**config.mk**
```make
export PLATFORM = sky130hd
export DESIGN_NAME = blocpu_dmem_sequencer
export DESIGN_NICKNAME = d
export VERILOG_FILES = /design/src/rtl/blocpu_dmem_sequencer.sv
export SDC_FILE = /design/constraint.sdc
export NUM_CORES = 1
export LEC_CHECK = 0
export CORE_UTILIZATION = 25
export CTS_BUF_LIST = sky130_fd_sc_hd__clkbuf_4
export CTS_CLUSTER_DIAMETER = 200
export CTS_CLUSTER_SIZE = 25
export DETAILED_ROUTE_END_ITERATION = 8
export DONT_BUFFER_PORTS = 1
export PLACE_DENSITY = 0.46
export SETUP_SLACK_MARGIN = 0.05
export SLEW_MARGIN = 15
export SYNTH_ARGS = -nofsm -noshare
export SYNTH_HDL_FRONTEND = slang
export SYNTH_SLANG_ARGS = --single-unit
```
**constraint.sdc**
```tcl
create_clock -name clock -period 5.7 [get_ports clock]
set_input_delay 1.14 -clock clock [delete_from_list [all_inputs] [get_ports clock]]
set_output_delay 1.14 -clock clock [all_outputs]
set_load 0.005 [all_outputs]
```
**src/rtl/blocpu_dmem_sequencer.sv**
```systemverilog
// Data-memory sequencer: serialises core 8/16-bit and host byte accesses onto
// one single-port, synchronous-read byte RAM (big-endian for 16-bit beats).
module blocpu_dmem_sequencer #(
  parameter int ADDR_WIDTH    = 16,
  parameter int HOST_MAX_WAIT = 4
) (
  input  logic                  clock,
  input  logic                  reset,
  input  logic                  core_req_i,
  input  logic                  core_we_i,
  input  logic                  core_wide_i,
  input  logic [ADDR_WIDTH-1:0] core_addr_i,
  input  logic [15:0]           core_wdata_i,
  output logic                  core_done_o,
  output logic [15:0]           core_rdata_o,
  input  logic                  host_req_i,
  input  logic                  host_we_i,
  input  logic [ADDR_WIDTH-1:0] host_addr_i,
  input  logic [7:0]            host_wdata_i,
  input  logic                  host_hold_i,
  output logic                  host_done_o,
  output logic [7:0]            host_rdata_o,
  output logic                  busy_o,
  output logic                  mem_en_o,
  output logic                  mem_we_o,
  output logic [ADDR_WIDTH-1:0] mem_addr_o,
  output logic [7:0]            mem_wdata_o,
  input  logic [7:0]            mem_rdata_i
);

  typedef enum logic [2:0] {IDLE, C0, C1, CFIN, H0, HFIN} state_t;

  localparam logic [7:0] MAX_WAIT = 8'(HOST_MAX_WAIT);

  state_t                state_q, state_d;
  logic                  we_q, we_d;
  logic                  wide_q, wide_d;
  logic [ADDR_WIDTH-1:0] addr_q, addr_d;
  logic [15:0]           wdata_q, wdata_d;
  logic [15:0]           core_rdata_q, core_rdata_d;
  logic [7:0]            host_rdata_q, host_rdata_d;
  logic [7:0]            host_wait_q, host_wait_d;
  logic                  host_win, core_win;

  always_comb begin
    state_d      = state_q;
    we_d         = we_q;
    wide_d       = wide_q;
    addr_d       = addr_q;
    wdata_d      = wdata_q;
    core_rdata_d = core_rdata_q;
    host_rdata_d = host_rdata_q;
    core_done_o  = 1'b0;
    host_done_o  = 1'b0;
    core_rdata_o = core_rdata_q;
    host_rdata_o = host_rdata_q;
    mem_en_o     = 1'b0;
    mem_we_o     = 1'b0;
    mem_addr_o   = '0;
    mem_wdata_o  = 8'h00;
    busy_o       = (state_q != IDLE);

    // The host only overtakes a waiting core once it has starved long enough.
    host_win = (state_q == IDLE) && host_req_i &&
               (host_hold_i || (host_wait_q >= MAX_WAIT) || !core_req_i);
    core_win = (state_q == IDLE) && !host_win && core_req_i && !host_hold_i;

    if (host_win || !host_req_i) begin
      host_wait_d = 8'h00;
    end else if (host_wait_q != 8'hFF) begin
      host_wait_d = host_wait_q + 8'h01;
    end else begin
      host_wait_d = host_wait_q;
    end

    case (state_q)
      IDLE: begin
        if (host_win) begin
          state_d = H0;
          we_d    = host_we_i;
          wide_d  = 1'b0;
          addr_d  = host_addr_i;
          wdata_d = {8'h00, host_wdata_i};
        end else if (core_win) begin
          state_d = C0;
          we_d    = core_we_i;
          wide_d  = core_wide_i;
          addr_d  = core_addr_i;
          wdata_d = core_wdata_i;
        end
      end
      C0: begin
        mem_en_o    = 1'b1;
        mem_we_o    = we_q;
        mem_addr_o  = addr_q;
        mem_wdata_o = wide_q ? wdata_q[15:8] : wdata_q[7:0];
        state_d     = wide_q ? C1 : CFIN;
      end
      C1: begin
        mem_en_o    = 1'b1;
        mem_we_o    = we_q;
        mem_addr_o  = addr_q + ADDR_WIDTH'(1);
        mem_wdata_o = wdata_q[7:0];
        if (!we_q) begin
          core_rdata_d[15:8] = mem_rdata_i;
        end
        state_d = CFIN;
      end
      CFIN: begin
        core_done_o = 1'b1;
        if (!we_q) begin
          core_rdata_d = wide_q ? {core_rdata_q[15:8], mem_rdata_i} : {8'h00, mem_rdata_i};
        end
        // Present the assembled word during the done cycle itself.
        core_rdata_o = core_rdata_d;
        state_d      = IDLE;
      end
      H0: begin
        mem_en_o    = 1'b1;
        mem_we_o    = we_q;
        mem_addr_o  = addr_q;
        mem_wdata_o = wdata_q[7:0];
        state_d     = HFIN;
      end
      HFIN: begin
        host_done_o = 1'b1;
        if (!we_q) begin
          host_rdata_d = mem_rdata_i;
        end
        host_rdata_o = host_rdata_d;
        state_d      = IDLE;
      end
      default: state_d = IDLE;
    endcase
  end

  always_ff @(posedge clock or posedge reset) begin
    if (reset) begin
      state_q      <= IDLE;
      we_q         <= 1'b0;
      wide_q       <= 1'b0;
      addr_q       <= '0;
      wdata_q      <= 16'h0000;
      core_rdata_q <= 16'h0000;
      host_rdata_q <= 8'h00;
      host_wait_q  <= 8'h00;
    end else begin
      state_q      <= state_d;
      we_q         <= we_d;
      wide_q       <= wide_d;
      addr_q       <= addr_d;
      wdata_q      <= wdata_d;
      core_rdata_q <= core_rdata_d;
      host_rdata_q <= host_rdata_d;
      host_wait_q  <= host_wait_d;
    end
  end

endmodule

```
## Word level (Yosys, flattened, before mapping)

Cells that the tools add are included.

| word-level totals | value |
|---|---|
| register bits after elaboration | 69 |
| bits of input ports | 72 |
| output and inout port bits | 53 |
| logic and storage cells | 70 |

| cells by class | value |
|---|---|
| add/sub/neg operators | 2 |
| order comparisons | 1 |
| eq/ne operators | 8 |
| multiplexer cells | 28 |
| reductions and logical operators | 22 |

Operators by type and width:

| cell | number |
|---|---|
| 2-to-1 mux 16 bit | 7 |
| 2-to-1 mux 8 bit | 6 |
| one-hot mux 16 bit (2 select lines) | 1 |
| one-hot mux 8 bit (2 select lines) | 2 |
| adder 16 x 1 -> 16 bit (second input constant) | 1 |
| one-hot mux 3 bit (4 select lines) | 1 |
| 2-to-1 mux 1 bit | 9 |
| adder 8 x 1 -> 8 bit (second input constant) | 1 |
| greater-or-equal comparator 8 x 3 -> 1 bit (second input constant) | 1 |
| != test 8 bit (second input constant) | 1 |
| == test 3 x 2 -> 1 bit (second input constant) | 2 |
| == test 3 bit (second input constant) | 2 |
| 2-to-1 mux 3 bit | 2 |
| nonzero test 2 bit | 3 |
| logical AND 1 bit | 5 |
| logical NOT 1 bit | 4 |
| AND reduction 2 bit | 2 |
| OR reduction 2 bit | 2 |
| == test 3 x 1 -> 1 bit (second input constant) | 1 |
| logical NOT 3 bit | 1 |
| logical OR 1 bit | 3 |
| != test 3 bit (second input constant) | 1 |
| nonzero test 3 bit | 1 |
| OR reduction 3 bit | 1 |
| != test 2 bit (second input constant) | 1 |

## Depth between registers and ports, before layout

Gate-level depths: netlist of run 1.

| logic depth | value |
|---|---|
| word-level depth | 11 |
| mapped depth | 7 |
| mapped depth without buffers | 5 |

## Least setup slack after synthesis of run 1

No wires, ideal clock.

| timing path | value |
|---|---|
| path type | reg2out |
| start | register addr_q[2] |
| end | output mem_addr_o[15] |
| data arrival time | 1.659 ns |
| data required time | 4.560 ns |
| path slack | 2.901 ns |
| cell stages (with the launch flop) | 5 |
| buffers on the path | 0 |
| path through | dfrtp_1 -> nand3_4 -> or4_4 -> or4_1 -> nand3_1 |

| between the ends | value |
|---|---|
| word-level cells in the longest chain between the ends | 2 |

Ends and longest elaborated chain:

| element | line | RTL |
|---|---|---|
| start: declaration | 38 | `logic [ADDR_WIDTH-1:0] addr_q, addr_d;` |
| start signal: assignment | 151 | `addr_q <= addr_d;` |
| adder 16 x 1 -> 16 bit | 102 | `mem_addr_o = addr_q + ADDR_WIDTH'(1);` |
| one-hot mux 16 bit (2 select lines) | 76 | `case (state_q)` |
| end: declaration | 26 | `output logic [ADDR_WIDTH-1:0] mem_addr_o,` |

No other way between the ends.

## Final worst setup path of run 1

| timing path | value |
|---|---|
| start | register state_q[2] |
| end | output host_rdata_o[2] |

| between the ends | value |
|---|---|
| word-level cells in the longest chain between the ends | 2 |

Ends and longest elaborated chain:

| element | line | RTL |
|---|---|---|
| start: declaration | 35 | `state_t state_q, state_d;` |
| start signal: assignment | 148 | `state_q <= state_d;` |
| == test 3 bit | 76 |  |
| 2-to-1 mux 8 bit | 76 |  |
| end: declaration | 22 | `output logic [7:0] host_rdata_o,` |

No other way between the ends.

==> summary.md, run 1 <==
| Metric | Value |
|---|---|
| Worst-path clk slew | around 0.11 ns |
| Setup CP Type | reg -> out |
| Synth Register Bits | approximately 70 |
| Post-route insts no fill | around 560 |
| CP endpoint kind | primary output |
| CTS tree | yes |
| Root Buffer | clkbuf_4 |
| Crit start category | flop |
| Pwr Density | between 500 and 600 nW/µm² |
| Final hold slack | about 0.53 ns |
| Status | complete, no violations |
| Total number of H-tree levels | 3 |
| HPWL after DPL | approximately 7600 µm |
| Max_slew headroom | 0.3814 |
| Top FF cell, synth | dfrtp_1 |
| Actual slew at the worst max-slew pin | 0.9208 ns |
| Static Leak | roughly 1.7 nW |
| Register area share after synthesis | 0.4737 |
| Top cells by count, synth | dfrtp_1, inv_1, a21oi_1, o22ai_1 |
| Residual DRC count | 0 |
| Clk_lat worst skew | 0.44 ns |
| Initial DRT Pass Iterations | 4 |
| Final setup vio count | 0 |
| Total wire length | 10150 µm |
| Initial drt markers | about 150 |
| Worst hold path class | reg -> reg |
| Crit path DAT | roughly 2.5 ns |
| Number of enable flip-flop cells after synthesis | 0 |
| Clk sink count | roughly 70 |
| Worst path slowest cell | dfrtp_1 |
| Setup Skew | between 0.02 and 0.025 ns |
| Reg area | about 1700 µm² |
| Critical path cell sequence | inv_1 -> nor3_2 -> mux2_2 |
| Final Hold Vio Count | 0 |
| Area grow syn2layout | 8.582% |
| Placed instance count | approximately 540 |
| Vias in the first global route | 2791 |
| Die width | 122.7 µm |
| Top cells by area, synth | dfrtp_1, mux2_2, o22ai_1 |
| Fraction of layout cells with a size suffix above 1 | 0.1627 |
| Std cell rows | between 40 and 50 |
| Resize count post-CTS | 0 |
| Initial Util | 0.2596 |
| Die area | between 15000 and 20000 µm² |
| Total Nets Final | around 450 |
| I/O pin total | around 130 |
| Grt ovf | 0 |
| Setup total negative slack | 0 ns |
| Yosys top cell by area | dfrtp_1 |
| RSZ-0062 raised after global routing | no |
| Num CTS Buffers | 9 |
| Vias | 2884 |
| Fin crit share | 0.6309 |
| Antenna violations before repair | 1 |
| CTS Hold Buffers Added | 0 |
| Finished Cell Area | a little under 4000 µm² |
| Unique masters post-synth | 54 |
| Synth warnings | 0 |
| Asr flop ratio synth | 1.000 |
| Port Buf Inserts | 0 |
| Final ANT Viol Nets | 0 |
| Syn Nets | 450 |
| Syn Area/Cell | ~10 µm² |
| Placed Area | approximately 3800 µm² |
| Count leader, synth | dfrtp_1 |
| CP Buf/Inv Count | 1 |
| Share of the synthesized area in the top cell type | 0.4737 |
| Peak supply drop | roughly 0.0002 V |
| Core region area | about 14000 µm² |
| Max clock buf depth | 2 |
| Wire length per cell | ~18 µm |
| Cell Area, Synth | ~3600 µm² |
| Slew Viols, Final | 0 |
| Top Family by Delay on Critical Path | flip-flops |
| Worst EP required | between 4 and 5 ns |
| # Max-Cap Violations | 0 |
| Critical path's largest stage delay | 0.71 ns |
| Height of the die | between 100 and 150 µm |
| Critical-path maximum fanout | 17 |
| Largest net degree at the start of global routing | 70 |
| Minimum clock period | ~3.6 ns |
| Global Route Usage Sum | 0.1411 |
| Global-route wire length before repair | around 16000 µm |
| GPL Wtd Cong | just under 0.8 |
| Cells after Synth | around 380 |
| Multi-input logic area | about 1700 µm² |
| DR vias/cell | 5.187 |
| # fillers | 1497 |
| Fmax achieved | about 280 MHz |
| Post-CTS setup buffer count | 0 |
-- state kept, by name, summed over array words and instances, names as in the netlist --
signal / flops
addr_q: 16
core_rdata_q: 16
host_rdata_q: 8
host_wait_q: 8
state_q: 3
wdata_q: 16
we_q: 1
wide_q: 1
-- placed cells by master (no fill, tap or decap), types with 5 or more instances in the layout --
cell type,Yosys,routed
a21oi_1,31,31
a22o_1,10,10
a22oi_1,8,8
a31oi_1,8,8
and2_1,9,9
and3_1,5,5
buf_4,4,6
clkbuf_4,0,9
dfrtp_1,69,69
inv_1,36,35
mux2_2,24,24
nand2_1,22,22
nand2b_1,6,6
nand3_1,10,10
nand4_1,5,5
nor2_1,9,9
nor3_1,5,5
o21ai_0,24,24
o22ai_1,26,26
-- stage by stage --
step	util	power (mW)	setup slack, ns
3_5_place_dp	0.2704	1.845	2.548
4_1_cts	0.2817	2.213	2.043
5_1_grt	0.2818	2.378	1.856
2_1_floorplan	-	1.617	2.820
6_report	0.2818	2.184	2.104
3_3_place_gp	0.2704	1.820	2.598
-- metal layers --
| layer | share of wire | global-route usage | up-vias |
|---|---|---|---|
| met1 | 0.44 | 0.1795 | 1393 |
| li1 | - | - | 1359 |
| met3 | 0.087 | 0.04647 | 14 |
| met5 | 0 | 0 | - |
| met2 | 0.45 | 0.2107 | 118 |
| met4 | 0.025 | 0.07470 | 0 |
-- kinds of logic after synthesis --
group / Yosys count / share of synthesized area
AND/OR/NAND/NOR: 92 / 0.1449
flip-flops: 69 / 0.4737
AO/OA/AOI/OAI: 125 / 0.2173
XOR/XNOR: 2 / 0.004807
buffers and inverters: 59 / 0.07209
adder cells (fa/ha/maj): 3 / 0.01030
multiplexers: 25 / 0.07690
-- report_power, final --
group,internal (mW),switching [mW]
combinational,0.385,0.537
clock,0.175,0.185
sequential,0.691,0.211
total,1.25,0.933
-- worst register-to-register path, stage by stage (launching register included) --
cell and delay, ns:
dfrtp_1 0.43, or4_4 0.57, o21ai_0 0.15, and3_1 0.54, buf_4 0.39, a21oi_1 0.13
-- layout make-up --
cell class / count / share of cell area
flip-flops and latches: 69 / 0.4363
multi-input cells: 247 / 0.4199
well taps: 180 / 0.05691
inverters: 37 / 0.03509
clock inverters: 7 / 0.02276
clock buffers: 9 / 0.01707
repair buffers: 6 / 0.01138
diodes: 1 / 0.0006323
-- path summary, 6_finish.rpt --
| kind | slack, ns | start | end | cells past startpoint |
|---|---|---|---|---|
| setup / recovery | 2.10 | state_q[2] | host_rdata_o[2] | 3 |
| hold / removal | 0.53 | wdata_q[10] | wdata_q[10] | 1 |
| setup reg to reg | 3.38 | host_wait_q[7] | wdata_q[5] | 5 |
| hold reg to reg | 0.53 | wdata_q[10] | wdata_q[10] | 1 |
| max in group asynchronous | 4.23 | reset | addr_q[12] | 2 |
| min in group asynchronous | 0.82 | reset | host_rdata_q[6] | 2 |
Power figures use the tool's default switching activity.
==> run 2: changes to the inputs <==
==> constraint.sdc (replaced) <==
create_clock -name clock -period 3.8 [get_ports clock]
set_input_delay 0.76 -clock clock [delete_from_list [all_inputs] [get_ports clock]]
set_output_delay 0.76 -clock clock [all_outputs]
set_load 0.005 [all_outputs]
==> summary.md, run 2 (synthesis gave the netlist of run 1 again) <==
| Metric | Value |
|---|---|
| Root Buffer | clkbuf_4 (unchanged) |
| Multi-input logic area | 1662 µm² (unchanged) |
| Final ANT Viol Nets | 0 (unchanged) |
| # Max-Cap Violations | 0 (unchanged) |
| Grt ovf | 0 (unchanged) |
| Num CTS Buffers | 9 (unchanged) |
| Resize count post-CTS | 0 (unchanged) |
| Critical path's largest stage delay | 0.69 ns (was 0.71 ns) |
| Worst path slowest cell | dfrtp_1 (unchanged) |
| Post-CTS setup buffer count | 0 (unchanged) |
| Antenna violations before repair | 1 (unchanged) |
| Crit start category | flop (unchanged) |
| GPL Wtd Cong | 0.7695 (was 0.7793) |
| Area grow syn2layout | 8.273% (was 8.582%) |
| Clk sink count | 69 (unchanged) |
| Vias in the first global route | 2839 (was 2791) |
| Fin crit share | 0.8420 |
| Total Nets Final | 446 (was 445) |
| Die width | 122.7 µm (unchanged) |
| Actual slew at the worst max-slew pin | 0.8712 ns (was 0.9208 ns) |
| Die area | 15070 µm² (unchanged) |
| Port Buf Inserts | 0 (unchanged) |
| Top flop regs | addr_q x16, core_rdata_q x16, wdata_q x16 (unchanged) |
| Max clock buf depth | 2 (unchanged) |
| RSZ-0062 raised after global routing | no (unchanged) |
| Commonest cells after routing, fill and taps aside | dfrtp_1, inv_1, a21oi_1 (unchanged) |
| Total wire length | 10190 µm (was 10150 µm) |
| Commonest non-fill, non-tap cell in the layout | dfrtp_1 (unchanged) |
| Global Route Usage Sum | 0.1433 (was 0.1411) |
| Fmax achieved | 312.5 MHz |
| # fillers | 1501 (was 1497) |
| Vias | 2927 (was 2884) |
| I/O pin total | 125 (unchanged) |
| Core region area | 14040 µm² (unchanged) |
| Std cell rows | 43 (unchanged) |
| Max_slew headroom | 0.4184 (was 0.3814) |
| Initial drt markers | 151 (was 148) |
| Layout Utilization | 0.2810 (was 0.2818) |
| Crit path DAT | 2.44 ns (was 2.46 ns) |
| Residual DRC count | 0 (unchanged) |
| Final setup vio count | 0 (unchanged) |
| Setup CP Type | reg -> out (unchanged) |
| Worst EP required | 3.04 ns (was 4.56 ns) |
| Setup total negative slack | 0 ns (unchanged) |
| Initial DRT Pass Iterations | 4 (unchanged) |
| Worst-path clk slew | 0.12 ns (was 0.11 ns) |
| DR vias/cell | 5.255 (was 5.187) |
| Critical path cell sequence | inv_1 -> nor3_2 -> mux2_2 (unchanged) |
| CTS Hold Buffers Added | 0 (unchanged) |
| Slew Viols, Final | 0 (unchanged) |
| Reg area | 1727 µm² (unchanged) |
| HPWL after DPL | 7546 µm (was 7553 µm) |
| CTS tree | yes (unchanged) |
| Global-route wire length before repair | 15850 µm (was 15730 µm) |
| Height of the die | 122.7 µm (unchanged) |
| Fraction of layout cells with a size suffix above 1 | 0.1649 (was 0.1627) |
| CP endpoint kind | primary output (unchanged) |
| Wire length per cell | 18.30 µm (was 18.25 µm) |
| Total number of H-tree levels | 3 (unchanged) |
| Pwr Density | 817.2 nW/µm² (was 551.8 nW/µm²) |
| Initial Util | 0.2596 (unchanged) |
| Static Leak | 1.662 nW (was 1.667 nW) |
| Clk_lat worst skew | 0.44 ns (about the same) |
| Minimum clock period | roughly 3.2 ns |
| Final Hold Vio Count | 0 (unchanged) |
| Peak supply drop | 0.0002448 V (was 0.0001961 V) |
| Status | complete, no violations (unchanged) |
| Largest net degree at the start of global routing | 39 (was 70) |
| Critical-path maximum fanout | 17 (unchanged) |
| Setup Skew | 0.006760 ns (was 0.02484 ns) |
| Worst hold path class | in -> async (was reg -> reg) |
## run 2: final timing paths
| check | startpoint | endpoint | slack [ns] | cells past startpoint |
|---|---|---|---|---|
| min in group clock | core_wdata_i[1] | wdata_q[1] | 0.42 | 2 |
| worst min-delay path | reset | host_rdata_q[3] | 0.35 | 1 |
| max in group asynchronous | reset | wdata_q[6] | 2.64 | 2 |
| worst max register to register | host_wait_q[7] | addr_q[2] | 1.39 | 5 |
| worst max-delay path | state_q[2] | host_rdata_o[7] | 0.60 | 3 |
| worst min register to register | wdata_q[10] | wdata_q[10] | 0.53 | 1 |
## run 2: worst max-delay path: cells and delay by family, from the launching register on
kind	cells	cell delay [ns]
and+or+nand+nor	1	0.67
DFF	1	0.69
muxes	1	0.44
buffers and inverters	1	0.20
## run 2: stage by stage
stage / total power, mW / instance area [µm²] / hold WS, ns / worst slack, ns / cells
2_1_floorplan: 2.425 / 3645 / 0.4740 / 1.300 / 375
3_5_place_dp: 2.767 / 3805 / 0.5006 / 0.9886 / 540
6_report: 3.225 / 3946 / 0.3528 / 0.6004 / 557
4_1_cts: 3.275 / 3944 / 0.3339 / 0.4606 / 556
3_3_place_gp: 2.736 / 3805 / 0.4985 / 1.085 / 540
5_1_grt: 3.505 / 3946 / 0.3569 / 0.3335 / 557
## run 2: cell type report
class                      instances  area share
clock buffer                      10     0.01902
tap                              180     0.05707
multi-input combinational        247      0.4211
sequential                        69      0.4375
antenna                            1   0.0006341
timing repair buffer               7     0.01332
clock inverter                     6     0.01617
inverter                          37     0.03519
## run 2: where the power goes
group          switching [mW]  leakage (nW)  internal (mW)
Combinational           0.815         0.752          0.578
Sequential              0.308         0.836           1.04
Clock                   0.281        0.0740          0.206
Total                    1.40          1.66           1.82
## run 2: metal layers
layer,vias to the layer above,global-route usage,routed length [µm],part of all wire
met4,0,0.07088,261,0.026
met5,-,0,0,0
li1,1367,-,-,-
met2,128,0.2149,4690,0.46
met1,1416,0.1760,4234,0.42
met3,16,0.05948,1004,0.099
